File: config.mk
export PLATFORM = sky130hd
export DESIGN_NAME = particle_render
export DESIGN_NICKNAME = d
export VERILOG_FILES = /design/src/rtl/particle_render.sv
export SDC_FILE = /design/constraint.sdc
export NUM_CORES = 1
export LEC_CHECK = 0
export CAP_MARGIN = 20
export CORE_ASPECT_RATIO = 0.7
export CORE_MARGIN = 10
export CORE_UTILIZATION = 55
export CTS_BUF_LIST = sky130_fd_sc_hd__clkbuf_16
export DETAILED_ROUTE_END_ITERATION = 6
export DONT_BUFFER_PORTS = 1
export PLACE_DENSITY = 0.69
export SYNTH_ARGS = -nofsm -noshare
export SYNTH_HDL_FRONTEND = slang
export SYNTH_SLANG_ARGS = --single-unit
File: constraint.sdc
create_clock -name clk -period 3.5 [get_ports clk]
set_input_delay 0.525 -clock clk [delete_from_list [all_inputs] [get_ports clk]]
set_output_delay 0.525 -clock clk [all_outputs]
set_load 0.03 [all_outputs]
File: src/rtl/particle_render.sv
// Scanned 16x16 LED matrix renderer for three particles: snapshots their positions once per
// frame, then drives one row at a time with latch/blank handshakes and a per-row dwell.

module particle_cell (
    input  logic [15:0] x,
    input  logic [15:0] y,
    output logic [3:0]  col,
    output logic [3:0]  row
);
    logic signed [15:0] xv, yv;
    logic [3:0] yc;

    assign xv = $signed(x) >>> 4;
    assign yv = $signed(y) >>> 4;

    // Clamp the integer cell to 0..15; the screen's row 0 is the top, so y is inverted.
    always_comb begin
        if (xv[15])          col = 4'd0;
        else if (|xv[14:4])  col = 4'd15;
        else                 col = xv[3:0];
        if (yv[15])          yc = 4'd0;
        else if (|yv[14:4])  yc = 4'd15;
        else                 yc = yv[3:0];
        row = 4'd15 - yc;
    end
endmodule

module particle_render #(
    parameter int DWELL = 64,
    parameter int GRID  = 16
) (
    input  logic                    clk,
    input  logic                    reset,
    input  logic                    enable,
    input  logic [15:0]             x0,
    input  logic [15:0]             y0,
    input  logic [15:0]             x1,
    input  logic [15:0]             y1,
    input  logic [15:0]             x2,
    input  logic [15:0]             y2,
    output logic [$clog2(GRID)-1:0] row_sel,
    output logic [GRID-1:0]         col_data,
    output logic                    latch,
    output logic                    blank,
    output logic                    frame_done,
    output logic                    busy
);
    localparam int NUM_P = 3;
    localparam int RW    = $clog2(GRID);
    localparam int DW    = 10;

    typedef enum logic [2:0] {IDLE, SNAP, BUILD, SHOW, BLANK} state_t;

    state_t                       state;
    logic [NUM_P-1:0][15:0]       pos_x, pos_y;
    logic [NUM_P-1:0][3:0]        cell_col, cell_row;
    logic [NUM_P-1:0][3:0]        snap_col, snap_row;
    logic [RW-1:0]                row_cnt;
    logic [DW-1:0]                dwell_cnt;
    logic [GRID-1:0]              col_data_next;

    assign pos_x = {x2, x1, x0};
    assign pos_y = {y2, y1, y0};

    for (genvar g = 0; g < NUM_P; g++) begin : g_cell
        particle_cell u_cell (
            .x   (pos_x[g]),
            .y   (pos_y[g]),
            .col (cell_col[g]),
            .row (cell_row[g])
        );
    end

    // Coincident particles simply OR into the same bit.
    always_comb begin
        col_data_next = '0;
        for (int i = 0; i < NUM_P; i++)
            if (snap_row[i] == row_cnt) col_data_next[snap_col[i]] = 1'b1;
    end

    always_ff @(posedge clk or negedge reset) begin
        if (!reset) begin
            state      <= IDLE;
            row_cnt    <= '0;
            dwell_cnt  <= '0;
            snap_col   <= '0;
            snap_row   <= '0;
            row_sel    <= '0;
            col_data   <= '0;
            blank      <= 1'b1;
            latch      <= 1'b0;
            frame_done <= 1'b0;
            busy       <= 1'b0;
        end else begin
            latch      <= 1'b0;
            frame_done <= 1'b0;
            case (state)
                IDLE: begin
                    blank <= 1'b1;
                    if (enable) begin
                        state <= SNAP;
                        busy  <= 1'b1;
                    end
                end
                SNAP: begin
                    snap_col <= cell_col;
                    snap_row <= cell_row;
                    row_cnt  <= '0;
                    state    <= BUILD;
                end
                BUILD: begin
                    row_sel   <= row_cnt;
                    col_data  <= col_data_next;
                    latch     <= 1'b1;
                    blank     <= 1'b0;
                    dwell_cnt <= '0;
                    state     <= SHOW;
                end
                SHOW: begin
                    if (dwell_cnt == DW'(DWELL - 1)) begin
                        blank <= 1'b1;
                        state <= BLANK;
                    end else begin
                        dwell_cnt <= dwell_cnt + 1'b1;
                    end
                end
                BLANK: begin
                    if (row_cnt != RW'(GRID - 1)) begin
                        row_cnt <= row_cnt + 1'b1;
                        state   <= BUILD;
                    end else begin
                        frame_done <= 1'b1;
                        if (enable) begin
                            state <= SNAP;
                        end else begin
                            state <= IDLE;
                            busy  <= 1'b0;
                        end
                    end
                end
                default: state <= IDLE;
            endcase
        end
    end
endmodule

==> run summary <==
IO buf count -> 0
R2R setup slack -> 1.37 ns
Tcrit/Tclk final -> 60.92%
Clk Tree Root Cell -> clkbuf_16
Global-route wire length before repair -> 14.19 mm
CTS tree -> yes
Die Span Y -> 86.68 µm
WP data required -> 3.69 ns
Dpl hpwl -> 6.268 mm
Worst Path Arrival -> 2.32 ns
HP Class -> in2async
Area grow syn2layout -> 8.596%
Layout cells sized above 1 -> 7.732%
Reg2reg end -> dwell_cnt[4]
Row cnt -> 24
Die X-Extent -> 115.3 µm
DR pass1 iterations -> 4
Psw -> 0.001518 W
Number of global-route vias before repair -> 2789
Tmin final -> 2.132 ns
Switching part of the total -> 42.88%
Type of element capturing the critical path -> flop
DRT antenna net count -> 0
Synth area leader -> dfrtp_1
Synth cell count leaders -> 64 x dfrtp_1, 63 x nand2_1, 51 x nor2_1, 21 x o21ai_1, 15 x a21oi_1
Syn Nets -> 490
Finish-stage setup viols -> 0
Critical path type -> reg2reg
P_leak -> 1.578 nW
Initial Util -> 56.47%
Internal Power -> 0.002022 W
Seq. cell area -> 1628 µm²
Worst reg2reg startpoint -> state[0]
CTS clk-pin slew, worst paths -> 0.05 ns
Share of the synthesized area in the top cell type -> 45.85%
Avg Inst Size Synth -> 8.980 µm²
Flops & latches, synth -> 65
R2R cell count -> 5
RePlAce Congestion -> 0.8687
Largest net degree at the start of global routing -> 65
Total CTS buffers -> 9
Status -> finished, final reports clean
Area occupied by multi-input gates -> 1722 µm²
Unrepaired setup endpoints after global routing -> no
Drc violations -> 0
Core Box Area -> 6186 µm²
Cell Pwr Density -> 932.9 nW/µm²
Power share of the clock group -> 23.6%
Cell variety after synth -> 47
EDFF count, synth -> 0
CTS max path bufs -> 2
Final hold viol count -> 0
Cell Area, Synth -> 3493 µm²
Ys flop type -> dfrtp_1
Worst Skew -> 0.004053 ns
Fillers -> 545
Top-count cell post-synth -> dfrtp_1
Worst setup SP type -> flop
Synthesis Warnings -> 0
Final core occ -> 61.33%
CP Max Fanout -> 18
Fmax -> 469.0 MHz
Peak supply drop -> 0.3980 mV
Post-Syn Instances -> 389
Initial antenna violation count -> 0
Via count -> 2853
Sequential share of power -> 45.5%
Vias per cell -> 6.122
Largest cells by area after synthesis -> dfrtp_1 46%, nand2_1 6.8%, nor2_1 5.5%, o21ai_1 3.0%, o31ai_1 2.6%
Least-Margin Pin Slew -> 0.8987 ns
Die area -> 9990 µm²
Final nets -> 485
CTS HTree Levels -> 3
MaxCap Viol Count -> 0
Antenna Cells -> 0
Rel. slew slack -> 39.80%
Async S/R FF share, synth -> 100.0%
Post-CTS Setup Inserts -> 0
Register area share after synthesis -> 46.60%
Tot GR Track Use -> 17.64%
Clk_lat worst skew -> 0.32 ns
Grt ovf -> 0
Routed WL -> 8.487 mm
Comb pwr share -> 31.0%
Setup_tns -> 0 ns
Drt first-iter violations -> 188
Wirelength per Cell -> 18.21 µm
Sink Count -> 65
Max-slew violations -> 0
Io pins -> 123
-- worst max-delay path, stage by stage, from the launching register on --
cell	delay, ns
dfrtp_1	0.65
nand3b_1	0.23
a31oi_1	0.72
nand4_1	0.20
xor2_1	0.16
nor2_1	0.05
-- cell usage in the layout (no fill, tap or decap), types with 8 or more instances in the layout --
master and instances:
a21oi_1 15, a31oi_1 10, clkbuf_16 9, dfrtp_1 64
nand2_1 63, nand3_1 9, nor2_1 51, nor3_1 14
nor4_1 8, o21ai_0 9, o21ai_1 21, o31ai_1 12
xnor2_1 8
-- repair_timing --
action / in CTS / in global routing
hold endpoints to repair: 64 / 0
resized for setup: 0 / 0
hold buffers: 1 / 0
setup endpoints to repair: 0 / 0
-- metrics by stage --
stage	total power, W	instances	instance area (µm²)	setup WS, ns	hold WS [ns]
after CTS	0.003562	466	3794	1.387	0.03724
after detailed placement	0.002700	450	3488	1.394	0.2316
final	0.003539	466	3794	1.368	0.04905
after global placement	0.002659	450	3488	1.426	0.2320
after global routing	0.003816	466	3794	1.016	0.02549
after floorplan	0.002463	389	3493	1.875	0.2294
-- sequential cells by signal, summed over array words and instances, names as in the netlist --
signal	flops
col_data	16
snap_col	12
snap_row	12
dwell_cnt	10
row_cnt	4
row_sel	4
state	3
blank	1
busy	1
frame_done	1
latch	1
-- final cells by class --
cell class | count | share of cell area (%)
multi-input combinational | 299 | 45.38
sequential | 65 | 42.91
clock buffer | 9 | 5.937
tap | 78 | 2.573
clock inverter | 6 | 1.385
timing repair buffer | 4 | 1.319
inverter | 5 | 0.4947
-- logic make-up (layout without fill, tap and decap cells) --
family	Yosys count	in the layout	share of synthesized area [%]
flops	65	65	46.60
fa+ha+maj	2	2	0.7162
xor+xnor	16	16	4.656
simple gates	189	189	27.11
buf+inv	25	24	4.119
mux	1	1	0.2865
compound gates	91	91	16.51
-- per-layer routing --
layer	up-vias	track usage, %	wire length [µm]
li1	1385	-	-
met1	1337	23.86	3927
met2	126	24.95	3554
met3	5	7.798	941
met4	0	4.821	64
met5	-	0	0
-- worst max-delay path by stage --
| stage | start | to | slack (ns) | depth (start not counted) |
|---|---|---|---|---|
| floorplan | row_cnt[0] | col_data[0] | 1.87 | 6 |
| global placement | state[0] | dwell_cnt[4] | 1.43 | 5 |
| detailed placement | state[0] | dwell_cnt[4] | 1.39 | 5 |
| CTS | state[0] | dwell_cnt[4] | 1.39 | 5 |
| global route | state[0] | dwell_cnt[3] | 1.02 | 5 |
| finish | state[0] | dwell_cnt[4] | 1.37 | 5 |
-- power groups by stage --
stage / registers [W] / clock network [W] / logic, W
floorplan: 0.00147 / 0 / 0.000990
global placement: 0.00161 / 0 / 0.00105
detailed placement: 0.00163 / 0 / 0.00107
CTS: 0.00161 / 0.000849 / 0.00110
global route: 0.00166 / 0.000887 / 0.00127
finish: 0.00161 / 0.000834 / 0.00110
No activity file was read; power rests on OpenSTA's default activity.
